## src/rtl/oled_datapath.sv

```systemverilog
// -----------------------------------------------------------------------------
// oled_datapath
//
// Datapath for the soda-machine OLED display. It turns 8-bit cent values into
// fixed 12-character ASCII lines and holds each line in its own register until
// that register's load strobe is pulsed. Sequencing belongs to the OLED
// controller FSM, so this block holds no state beyond the four line registers.
//
// Line layout: char 0 (leftmost) is in bits [95:88], and char 11 is in bits [7:0].
// Money text is "$D.CC", built from a binary-to-BCD conversion of 0..255.
//
// Ports
//   clk        in   1      system clock, rising edge
//   clr_reg    in   1      asynchronous, active-high clear; all lines become spaces
//   ld_price   in   1      load soda_price with "Price: " + fmt(soda)
//   ld_cents   in   1      load coin_val   with "Coin:  " + fmt(cents_in)
//   ld_coins   in   1      load coins_tot  with "Total: " + fmt(coins)
//   ld_disp    in   1      load disp with "Insert "/"Change " + fmt(|soda-coins|)
//   soda       in   8      selected soda price, cents
//   cents_in   in   8      value of the last inserted coin, cents
//   coins      in   8      running total inserted, cents
//   soda_price out  WIDTH  price text line
//   coin_val   out  WIDTH  last-coin text line
//   coins_tot  out  WIDTH  total-inserted text line
//   disp       out  WIDTH  status text line
// -----------------------------------------------------------------------------
module oled_datapath #(
  parameter int WIDTH = 96  // 12 chars x 8 bits; only 96 is supported
) (
  input  logic             clk,
  input  logic             clr_reg,
  input  logic             ld_price,
  input  logic             ld_cents,
  input  logic             ld_coins,
  input  logic             ld_disp,
  input  logic [7:0]       soda,
  input  logic [7:0]       cents_in,
  input  logic [7:0]       coins,
  output logic [WIDTH-1:0] soda_price,
  output logic [WIDTH-1:0] coin_val,
  output logic [WIDTH-1:0] coins_tot,
  output logic [WIDTH-1:0] disp
);

  localparam logic [WIDTH-1:0] BLANK      = {12{8'h20}};
  localparam logic [55:0]      PFX_PRICE  = "Price: ";
  localparam logic [55:0]      PFX_COIN   = "Coin:  ";
  localparam logic [55:0]      PFX_TOTAL  = "Total: ";
  localparam logic [55:0]      PFX_INSERT = "Insert ";
  localparam logic [55:0]      PFX_CHANGE = "Change ";

  // Five-character money field "$D.CC". The conversion uses double dabble:
  // before each shift, any BCD column holding 5 or more gets 3 added, so the
  // column carries correctly into the next decimal digit.
  function automatic logic [39:0] fmt_money(input logic [7:0] v);
    logic [19:0] sh;  // [19:16] hundreds, [15:12] tens, [11:8] ones, [7:0] binary
    sh = {12'd0, v};
    for (int i = 0; i < 8; i++) begin
      if (sh[11:8]  >= 4'd5) sh[11:8]  = sh[11:8]  + 4'd3;
      if (sh[15:12] >= 4'd5) sh[15:12] = sh[15:12] + 4'd3;
      if (sh[19:16] >= 4'd5) sh[19:16] = sh[19:16] + 4'd3;
      sh = {sh[18:0], 1'b0};
    end
    return {8'h24, {4'h3, sh[19:16]}, 8'h2E, {4'h3, sh[15:12]}, {4'h3, sh[11:8]}};
  endfunction

  logic [WIDTH-1:0] soda_price_d, soda_price_q;
  logic [WIDTH-1:0] coin_val_d,   coin_val_q;
  logic [WIDTH-1:0] coins_tot_d,  coins_tot_q;
  logic [WIDTH-1:0] disp_d,       disp_q;

  // The compare picks the subtraction order, so the difference never wraps.
  logic       coins_short;
  logic [7:0] diff;

  always_comb begin
    coins_short = (coins < soda);
    diff        = coins_short ? (soda - coins) : (coins - soda);
  end

  always_comb begin
    // NOTE: every signal driven here gets a default first (hold the current
    // value), so no path leaves a signal unassigned and no latch is inferred.
    soda_price_d = soda_price_q;
    coin_val_d   = coin_val_q;
    coins_tot_d  = coins_tot_q;
    disp_d       = disp_q;

    if (ld_price) soda_price_d = {PFX_PRICE, fmt_money(soda)};
    if (ld_cents) coin_val_d   = {PFX_COIN,  fmt_money(cents_in)};
    if (ld_coins) coins_tot_d  = {PFX_TOTAL, fmt_money(coins)};
    if (ld_disp)  disp_d       = {(coins_short ? PFX_INSERT : PFX_CHANGE), fmt_money(diff)};
  end

  // Clear is asynchronous and takes priority over any load.
  always_ff @(posedge clk or posedge clr_reg) begin
    if (clr_reg) begin
      // NOTE: non-blocking assignments let every register sample
      // pre-edge values, regardless of statement order.
      soda_price_q <= BLANK;
      coin_val_q   <= BLANK;
      coins_tot_q  <= BLANK;
      disp_q       <= BLANK;
    end else begin
      soda_price_q <= soda_price_d;
      coin_val_q   <= coin_val_d;
      coins_tot_q  <= coins_tot_d;
      disp_q       <= disp_d;
    end
  end

  assign soda_price = soda_price_q;
  assign coin_val   = coin_val_q;
  assign coins_tot  = coins_tot_q;
  assign disp       = disp_q;

endmodule

```

## config.mk

```make
export PLATFORM = sky130hd
export DESIGN_NAME = oled_datapath
export DESIGN_NICKNAME = d
export VERILOG_FILES = /design/src/rtl/oled_datapath.sv
export SDC_FILE = /design/constraint.sdc
export NUM_CORES = 1
export LEC_CHECK = 0
export CAP_MARGIN = 0
export CORE_AREA = 2 2 197 151
export CTS_CLUSTER_SIZE = 14
export DETAILED_ROUTE_END_ITERATION = 8
export DIE_AREA = 0 0 199 153
export PLACE_DENSITY_LB_ADDON = 0.3
export SETUP_SLACK_MARGIN = 0.02
export SLEW_MARGIN = 20
export SYNTH_ARGS = -nofsm -noshare
export SYNTH_HDL_FRONTEND = slang
export SYNTH_SLANG_ARGS = --single-unit
```

## constraint.sdc

```tcl
create_clock -name clk -period 4.21 [get_ports clk]
set_input_delay 0.842 -clock clk [delete_from_list [all_inputs] [get_ports clk]]
set_output_delay 0.842 -clock clk [all_outputs]
set_load 0.01 [all_outputs]
```

== Yosys cells after proc, flatten, opt, wreduce, memory -nomap -nowiden ==
Cells that the tools add are included.

* Bits in registers: 181
* Bits of input ports: 30
* Output and inout bits: 384
* Logic and storage cells: 113

* $add $sub $neg: 30
* $lt $le $gt $ge: 29
* Mux-type cells: 50

{| class="wikitable"
|+ Operators with widths
! operator !! number
|-
| 4-bit two-way mux || 48
|-
| 4-bit by 2-bit adder with 4-bit output, second input constant || 20
|-
| 4-bit by 3-bit greater-or-equal comparator with 1-bit output, second input constant || 20
|-
| 52-bit two-way mux || 1
|-
| 3-bit by 2-bit adder with 4-bit output, second input constant || 8
|-
| 3-bit greater-or-equal comparator, second input constant || 8
|-
| 8-bit subtractor || 2
|-
| 8-bit < comparator || 1
|-
| 8-bit two-way mux || 1
|}

== Depth between registers and ports, before layout ==
Gate-level depths: netlist of the first run.

* Depth in word-level cells: 16
* Gate-level depth with buffers: 36
* Depth with buffers taken out: 35

== Worst setup path after synthesis of the first run ==
No wires, ideal clock.

* Path type: in2reg
* From: in coins[0]
* To: reg disp_q[3] (netlist: disp[3])
* Library setup time: 0.082 ns
* Data arrival time: 7.221 ns
* Data required time: 4.128 ns
* Slack: -3.093 ns
* Stages on the path: 36
* Path buffers: 1
* Path through: inv_1 > ha_1 > inv_1 > fa_1 > a211oi_4 > o211ai_1 > and3_1 > nor4_2 > inv_1 > ha_1 > nand2b_1 > nand2_1 > xnor2_1 > ha_1 > nor2b_1 > nor2b_1 > nor2_1 > o21ai_0 > mux2i_1 > xnor2_1 > inv_1 > ha_1 > nand2b_1 > o31a_1 > o211ai_1 > nand3_1 > and2_1 > clkbuf_1 > ha_1 > nand2b_1 > nand2_1 > a21oi_1 > a311oi_4 > mux2i_1 > or3b_1 > a31oi_1

* Word-level cells in the longest chain between the ends: 16
* Elaborated cells between the ends (all ways): 23
* Classes of those cells: add/sub: 7; order compare: 6; mux: 10

{| class="wikitable"
|+ Ends and longest elaborated chain
! what !! RTL line !! RTL
|-
| start, declared || 38 || <nowiki>input logic [7:0] coins,</nowiki>
|-
| 8-bit subtractor / 8-bit < comparator (equally long branches) || 78, 77 ||
|-
| 8-bit two-way mux (*) || 78 || <nowiki>diff = coins_short ? (soda - coins) : (coins - soda);</nowiki>
|-
| 3-bit by 2-bit adder with 4-bit output / 3-bit greater-or-equal comparator (equally long branches) || 59 || <nowiki>if (sh[11:8] >= 4'd5) sh[11:8] = sh[11:8] + 4'd3;</nowiki>
|-
| 4-bit two-way mux || 59 ||
|-
| 4-bit two-way mux || 92 || <nowiki>if (ld_disp) disp_d = {(coins_short ? PFX_INSERT : PFX_CHANGE), fmt_money(diff)};</nowiki>
|-
| 4-bit by 2-bit adder with 4-bit output / 4-bit by 3-bit greater-or-equal comparator with 1-bit output (equally long branches) || 59 ||
|-
| 4-bit two-way mux || 59 ||
|-
| 4-bit two-way mux || 92 ||
|-
| 4-bit by 2-bit adder with 4-bit output / 4-bit by 3-bit greater-or-equal comparator with 1-bit output (equally long branches) || 59 ||
|-
| 4-bit two-way mux || 59 ||
|-
| 4-bit two-way mux || 92 ||
|-
| 4-bit by 3-bit greater-or-equal comparator with 1-bit output / 4-bit by 2-bit adder with 4-bit output (equally long branches) || 59 ||
|-
| 4-bit two-way mux || 59 ||
|-
| 4-bit two-way mux || 92 ||
|-
| 4-bit by 2-bit adder with 4-bit output / 4-bit by 3-bit greater-or-equal comparator with 1-bit output (equally long branches) || 59 ||
|-
| 4-bit two-way mux (*) || 59 ||
|-
| end signal, assigned || 108 || <nowiki>disp_q <= disp_d;</nowiki>
|-
| end, declared || 70 || <nowiki>logic [WIDTH-1:0] disp_d, disp_q;</nowiki>
|}

Every way passes the cells marked *; elsewhere a longest branch is shown, timed or not. The select of a mux whose other input is x is not followed.
A chain may end at the register's enable or synchronous reset.

== Worst setup path in the final report of the first run ==
* From: in soda[3]
* To: reg disp_q[3] (netlist: disp[3])

* Word-level cells in the longest chain between the ends: 16
* Elaborated cells between the ends (all ways): 23
* Classes of those cells: add/sub: 7; order compare: 6; mux: 10

{| class="wikitable"
|+ Ends and longest elaborated chain
! what !! RTL line !! RTL
|-
| start, declared || 36 || <nowiki>input logic [7:0] soda,</nowiki>
|-
| 8-bit subtractor / 8-bit < comparator (equally long branches) || 78, 77 ||
|-
| 8-bit two-way mux (*) || 78 ||
|-
| 3-bit by 2-bit adder with 4-bit output / 3-bit greater-or-equal comparator (equally long branches) || 59 ||
|-
| 4-bit two-way mux || 59 ||
|-
| 4-bit two-way mux || 92 ||
|-
| 4-bit by 2-bit adder with 4-bit output / 4-bit by 3-bit greater-or-equal comparator with 1-bit output (equally long branches) || 59 ||
|-
| 4-bit two-way mux || 59 ||
|-
| 4-bit two-way mux || 92 ||
|-
| 4-bit by 2-bit adder with 4-bit output / 4-bit by 3-bit greater-or-equal comparator with 1-bit output (equally long branches) || 59 ||
|-
| 4-bit two-way mux || 59 ||
|-
| 4-bit two-way mux || 92 ||
|-
| 4-bit by 3-bit greater-or-equal comparator with 1-bit output / 4-bit by 2-bit adder with 4-bit output (equally long branches) || 59 ||
|-
| 4-bit two-way mux || 59 ||
|-
| 4-bit two-way mux || 92 ||
|-
| 4-bit by 2-bit adder with 4-bit output / 4-bit by 3-bit greater-or-equal comparator with 1-bit output (equally long branches) || 59 ||
|-
| 4-bit two-way mux (*) || 59 ||
|}

Marked as above.

==> impl_metrics.csv, run 1 <==
group,metric,value,unit
sta,hold-worst-slack,0.487,ns
power_and_ir_drop,p_seq_share,12.7,%
logic_synthesis,yosysTopAreaCell,"buf_4",
sta,max_freq,163,MHz
route,drt_iter0_markers,200,
logic_synthesis,synth-seq-area-share,15.9,%
sta,relSlewSlack,42.8,%
critical_path,arrival,6.37,ns
place,io_buffers,181,
logic_synthesis,ys_warn_count,0,
route,post_drt_wl_per_cell,11.8,µm
clock_network,cts.clk_slew.worst_paths,0.09,ns
floorplan,core,28600,µm²
sta,hold_viol_final,0,
outcome,violations,"negative setup slack",
power_and_ir_drop,ir_drop,254,µV
final_layout,fin_nets,1407,
hold_path,min_path_type,"reg2reg",
power_and_ir_drop,p_comb_share,79.1,%
critical_path,cp.required,4.44,ns
floorplan,die_area,30400,µm²
route,route.vias.total,6707,
sta,finClkSkew,0,ns
logic_synthesis,synth_edf_count,0,
logic_synthesis,synth_top_area_share,31.9,%
floorplan,ioPinCount,414,
power_and_ir_drop,power_frac_clock,8.2,%
power_and_ir_drop,power_leakage,0.00575,µW
clock_network,cts_buffers,5,
place,post_dp_cell_area,10600,µm²
power_and_ir_drop,p_switching,2270,µW
global_routing,overflow,0,
critical_path,cpPeakStageDelay,0.36,ns
sta,worst_pin_slew,0.857,ns
sta,rsz0062_at_grt,"yes",
place,gp_congestion,0.805,
clock_network,h-tree-depth,2,
logic_synthesis,syn_area_per_cell,8.10,µm²
global_routing,grt_pass1_vias,6059,
power_and_ir_drop,p_int,3340,µW
critical_path,start_kind,"input pin",
logic_synthesis,yosysUniqueCellTypes,71,
route,finalWirelength,20100,µm
sta,setup_viol,26,
sta,report.final.slew_viol_count,0,
final_layout,drive_gt1_share,39.2,%
logic_synthesis,netlist_area,7880,µm²
logic_synthesis,syn_inst,973,
floorplan,placementRows,54,
route,first_pass_iters,5,
global_routing,antenna_found_initial,0,
critical_path,critPathCaptureType,"flop",
floorplan,die_h,153,µm
sta,post-route-period-util,146,%
logic_synthesis,synth_area_leaders,"buf_4 32%, dfrtp_1 15%, ha_1 10%, mux2_2 4.0%, a21oi_1 3.4%",
clock_network,cts_tree,"yes",
power_and_ir_drop,power.density,461,nW/µm²
critical_path,cpMaxStageDelayCell,"or3b_1",
clock_network,cts_buffer_depth,2,
sta,fin_crit,6.13,ns
power_and_ir_drop,total_power,5610,µW
critical_path,worstPathMaxFanout,5,
power_and_ir_drop,swShare,40.4,%
critical_path,criticalPathCategory,"in2reg",
logic_synthesis,yosys_most_used_dff,"dfrtp_1",
clock_network,numClockSinks,50,
route,drtAntennaViolNets,0,
final_layout,area_growth,54.2,%
sta,setup_slack,-1.92,ns
floorplan,start_util,27.6,%
final_layout,design_area,12200,µm²
logic_synthesis,ys_ff_latch,50,
logic_synthesis,async_flop_share,100,%
clock_network,cts_root_buf,"clkbuf_16",
outcome,status,"complete, but fails checks",
flow_run,maxCapViolations,0,
place,hpwl,15700,µm
global_routing,grt_usage,12.4,%
floorplan,fp.dieW,199,µm
route,drc,0,
global_routing,grt_pass1_wl,31100,µm
route,vias_per_cell,3.94,
final_layout,fillers,2801,
global_routing,grt_max_degree,37,
final_layout,n_antenna_cell,0,
clock_network,worstSkewPairLatency,0.32,ns
cells by family (layout without fill, tap and decap cells):
| logic type | after synthesis | after routing | synth area share [%] |
|---|---|---|---|
| AND/OR/NAND/NOR | 197 | 197 | 12.7 |
| AO/OA/AOI/OAI | 178 | 178 | 15.2 |
| other | 2 | 232 | 0.0953 |
| buffers and inverters | 404 | 511 | 35.3 |
| flip-flops | 50 | 50 | 15.9 |
| adder cells (fa/ha/maj) | 68 | 68 | 11.0 |
| multiplexers | 51 | 51 | 7.03 |
| XOR/XNOR | 23 | 23 | 2.65 |
worst max-delay path, delay by kind of cell:
| family | cells | cell delay [ns] |
|---|---|---|
| XOR/XNOR | 2 | 0.28 |
| adder cells (fa/ha/maj) | 5 | 0.90 |
| AND/OR/NAND/NOR | 14 | 2.10 |
| buffers and inverters | 3 | 0.48 |
| multiplexers | 2 | 0.49 |
| AO/OA/AOI/OAI | 8 | 1.29 |
metrics by stage:
stage	TNS, ns	std cells	utilization, %	setup WS (ns)
finish	-19.34	1702	42.5	-1.92
global route	-26.10	1702	42.5	-2.30
CTS	-20.10	1690	41.0	-2.11
detailed placement	-51.08	1629	37.2	-2.84
global placement	-48.75	1629	37.2	-2.68
floorplan	-21.82	1203	-	-2.42
cell usage in the layout, fill, tap and decap left out, types with 11 or more instances in the layout:
master           Yosys  layout
mux2_4               1      14
nand2b_4             0      15
dfrtp_1             46      46
a21oi_2              0      13
mux2_2              28      15
inv_2                0      12
nor2_1              55      48
mux2i_1             21      11
nor2b_1             16      11
ha_4                 0      26
a21oi_1             54      37
nor3_1              15      13
ha_2                 0      17
o21ai_0             31      20
buf_4              335     233
inv_1               56      38
buf_6                1      38
clkdlybuf4s50_1      0     162
nand2_1             37      29
conb_1               2     232
ha_1                66      23
synthesized netlist by cell type (all sizes together) (3+ instances only):
cell type  instances
a21oi             54
or2                6
o21ai             36
nor2              55
a21boi            13
mux2i             22
dfrtp             46
clkbuf             9
nor3b              3
ha                66
nand2b            16
inv               56
o21a               5
and3               7
o211a              3
and2               8
nand3              9
nand2             37
a21bo              3
buf              339
a211oi             7
or3                8
xnor2             22
o31ai              4
a311oi             3
nor2b             16
nor3              15
a21o               7
o221a              3
mux2              29
or4                4
o211ai            10
a31oi             12
nand4              4
nor4               3
dfstp              4
metal layers:
metal  global-route usage (%)  up-vias  part of all wire, %
li1                         -     3395                    -
met1                     17.0     3156                   46
met2                     20.7      146                   50
met3                     1.94       10                  3.5
met4                     2.17        0                 0.60
met5                        0        -                    0
sequential cells by signal, indices dropped and copies added (netlist names):
| signal | count |
|---|---|
| coins_tot | 12 |
| disp | 14 |
| coin_val | 12 |
| soda_price | 12 |
power by group through the flow:
stage / clock, µW / sequential (µW) / combinational [µW]
finish: 459 / 714 / 4430
global route: 506 / 738 / 4830
CTS: 493 / 718 / 4140
detailed placement: 0 / 726 / 3660
global placement: 0 / 724 / 3610
floorplan: 0 / 783 / 2310
final cells by class:
cell class	instances	area, µm²	share of cell area (%)
inverters	56	265	2.18
well taps	392	490	4.04
repair buffers	447	3950	32.5
clock buffers	5	125	1.03
clock inverters	3	28.8	0.237
flip-flops and latches	50	1260	10.3
multi-input cells	749	6040	49.7
timing repair:
action                     4_1_cts  5_1_grt
setup endpoints to repair       34       33
pin swaps                       91       76
hold buffers                     0        0
resized for setup              164       76
buffers inserted                58       20
final timing paths:
check | start | end | slack [ns] | cells after the start
worst max register to register | coins_tot[92] | coins_tot[92] | 3.03 | 1
max in group asynchronous | clr_reg | coins_tot[93] | 2.36 | 3
worst min-delay path | soda_price[93] | soda_price[93] | 0.49 | 1
worst max-delay path | soda[3] | disp[3] | -1.92 | 34
worst min register to register | soda_price[93] | soda_price[93] | 0.49 | 1
min in group asynchronous | clr_reg | coin_val[1] | 1.03 | 2
(Power assumes the default switching activity.)
==> run 2, diff against run 1 <==
--- a/config.mk
+++ b/config.mk
@@ -7,6 +7,8 @@
 export LEC_CHECK = 0
 export CAP_MARGIN = 0
 export CORE_AREA = 2 2 197 151
+export CTS_BUF_LIST = sky130_fd_sc_hd__clkbuf_16
+export CTS_CLUSTER_DIAMETER = 80
 export CTS_CLUSTER_SIZE = 14
 export DETAILED_ROUTE_END_ITERATION = 8
 export DIE_AREA = 0 0 199 153
==> results of run 2 <==
Same layout as run 1: the final DEF is identical, and so are final timing and power.
==> run 3, diff against run 2 <==
--- a/config.mk
+++ b/config.mk
@@ -9,12 +9,13 @@
 export CORE_AREA = 2 2 197 151
 export CTS_BUF_LIST = sky130_fd_sc_hd__clkbuf_16
 export CTS_CLUSTER_DIAMETER = 80
-export CTS_CLUSTER_SIZE = 14
+export CTS_CLUSTER_SIZE = 24
 export DETAILED_ROUTE_END_ITERATION = 8
 export DIE_AREA = 0 0 199 153
 export PLACE_DENSITY_LB_ADDON = 0.3
+export REMOVE_ABC_BUFFERS = 1
 export SETUP_SLACK_MARGIN = 0.02
-export SLEW_MARGIN = 20
+export SLEW_MARGIN = 15
 export SYNTH_ARGS = -nofsm -noshare
 export SYNTH_HDL_FRONTEND = slang
 export SYNTH_SLANG_ARGS = --single-unit
==> impl_metrics.csv, run 3 (synthesized netlist as in run 1, its figures left out) <==
group,metric,value,unit
outcome,status,"complete, but fails checks",
outcome,violations,"negative setup slack",
floorplan,start_util,27.6,%
sta,hold_viol_final,0,
floorplan,die_area,30400,µm²
critical_path,cp.required,4.45,ns
floorplan,fp.dieW,199,µm
place,hpwl,15400,µm
power_and_ir_drop,p_comb_share,80.0,%
place,io_buffers,181,
sta,relSlewSlack,49.5,%
route,wl_met3,664,µm
clock_network,cts_buffers,5,
sta,rsz0062_at_grt,"yes",
global_routing,grt_pass1_wl,31700,µm
power_and_ir_drop,p_switching,2340,µW
flow_run,maxCapViolations,0,
final_layout,largest_reg_flops,14,
sta,hold-worst-slack,0.485,ns
sta,worst_pin_slew,0.755,ns
sta,report.final.slew_viol_count,0,
route,met1_length,10000,µm
clock_network,cts_tree,"yes",
floorplan,ioPinCount,414,
critical_path,start_kind,"input pin",
power_and_ir_drop,swShare,39.0,%
global_routing,grt_max_degree,28,
power_and_ir_drop,p_int,3650,µW
final_layout,area_growth,61.6,%
sta,finClkSkew,0,ns
final_layout,layout_commonest_cell,"buf_4",
critical_path,cpPeakStageDelay,0.41,ns
power_and_ir_drop,total_power,5990,µW
final_layout,final_cell_mix,"289 x buf_4, 232 x conb_1, 162 x clkdlybuf4s50_1",
hold_path,min_path_type,"reg2reg",
critical_path,arrival,6.64,ns
critical_path,worstPathMaxFanout,3,
final_layout,n_antenna_cell,0,
critical_path,r2r_end,"soda_price[92]",
power_and_ir_drop,p_seq_share,11.8,%
sta,setup_viol,28,
sta,setup_slack,-2.19,ns
route,vias_per_cell,3.92,
global_routing,grt_pass1_vias,6266,
clock_network,h-tree-depth,2,
sta,fin_crit,6.40,ns
power_and_ir_drop,power.density,471,nW/µm²
critical_path,reg2reg_from,"soda_price[92]",
global_routing,antenna_found_initial,0,
critical_path,criticalPathCategory,"in2reg",
route,top_layer,"met4",
floorplan,placementRows,54,
route,drt_iter0_markers,138,
final_layout,drive_gt1_share,43.1,%
floorplan,core,28600,µm²
hold_path,min_path_cells,1,
clock_network,cts.clk_slew.worst_paths,0.07,ns
route,first_pass_iters,4,
place,gp_congestion,0.852,
power_and_ir_drop,ir_drop,290,µV
hold_path,min_from,"coins_tot[93]",
critical_path,worstRegToRegCells,1,
route,route.vias.total,6934,
route,drtAntennaViolNets,0,
place,preCtsSetupSlack,-3.40,ns
clock_network,cts_buffer_depth,2,
critical_path,critPathCaptureType,"flop",
final_layout,fin_nets,1474,
clock_network,cts_root_buf,"clkbuf_16",
sta,post-route-period-util,152,%
sta,max_freq,156,MHz
power_and_ir_drop,power_frac_clock,8.1,%
global_routing,overflow,0,
sta,final.setup.tns,-24.09,ns
route,wl_met2,10200,µm
clock_network,worstSkewPairLatency,0.31,ns
clock_network,numClockSinks,50,
critical_path,cpMaxStageDelayCell,"fa_2",
route,finalWirelength,21000,µm
hold_path,min_to,"coins_tot[93]",
route,post_drt_wl_per_cell,11.9,µm
route,drc,0,
critical_path,rrSetupSlack,3.06,ns
power_and_ir_drop,power_leakage,0.00605,µW
global_routing,grt_usage,12.7,%
floorplan,die_h,153,µm
==> run 3: cell type report <==
class | count | area (µm²)
clock inverter | 3 | 40.0
inverter | 56 | 218
sequential | 50 | 1260
timing repair buffer | 514 | 4520
fill | 2721 | 15800
multi-input combinational | 749 | 6090
tap | 392 | 490
clock buffer | 5 | 125
==> run 3: repair_timing <==
item / in CTS / in global routing
endpoints found under the hold margin: 0 / 0
resized for setup: 325 / 74
setup endpoints to repair: 34 / 33
buffers inserted: 92 / 30
pin swaps: 109 / 88
hold buffers: 0 / 0
==> run 3: metal layers <==
| layer | track usage, % | up-vias |
|---|---|---|
| met1 | 18.0 | 3274 |
| met2 | 20.7 | 127 |
| met4 | 1.49 | 0 |
| met3 | 2.21 | 10 |
| met5 | 0 | - |
| li1 | - | 3523 |
==> run 3: power groups by stage <==
stage | combinational [µW] | clock (µW) | sequential, µW
floorplan | 1730 | 0 | 793
global placement | 3360 | 0 | 718
detailed placement | 3390 | 0 | 719
CTS | 4390 | 512 | 712
global route | 5210 | 527 | 736
finish | 4790 | 488 | 710
==> run 3: worst max-delay path by stage <==
stage	start	end	slack [ns]	cells after the start
after floorplan	coins[0]	disp[3]	-3.01	35
after global placement	soda[0]	disp[3]	-3.18	35
after detailed placement	soda[0]	disp[3]	-3.40	35
after CTS	coins[0]	disp[3]	-2.02	37
after global routing	coins[0]	disp[3]	-2.44	37
final	coins[0]	disp[3]	-2.19	37
==> run 3: stage by stage <==
step / instances / utilization, % / instance area, µm²
2_1_floorplan: 855 / - / 6170
3_3_place_gp: 1650 / 35.5 / 10100
3_5_place_dp: 1650 / 35.5 / 10100
4_1_cts: 1744 / 42.6 / 12200
5_1_grt: 1769 / 44.6 / 12700
6_report: 1769 / 44.6 / 12700
==> run 3: critical path: cells and delay by family <==
kind                       cells  cell delay (ns)
AOI/OAI and AO/OA              8             1.27
xor gates and xnor gates       2             0.29
adders and majority gates      6             1.25
buffers and inverters          6             0.54
muxes                          3             0.63
and+or+nand+nor               12             1.79
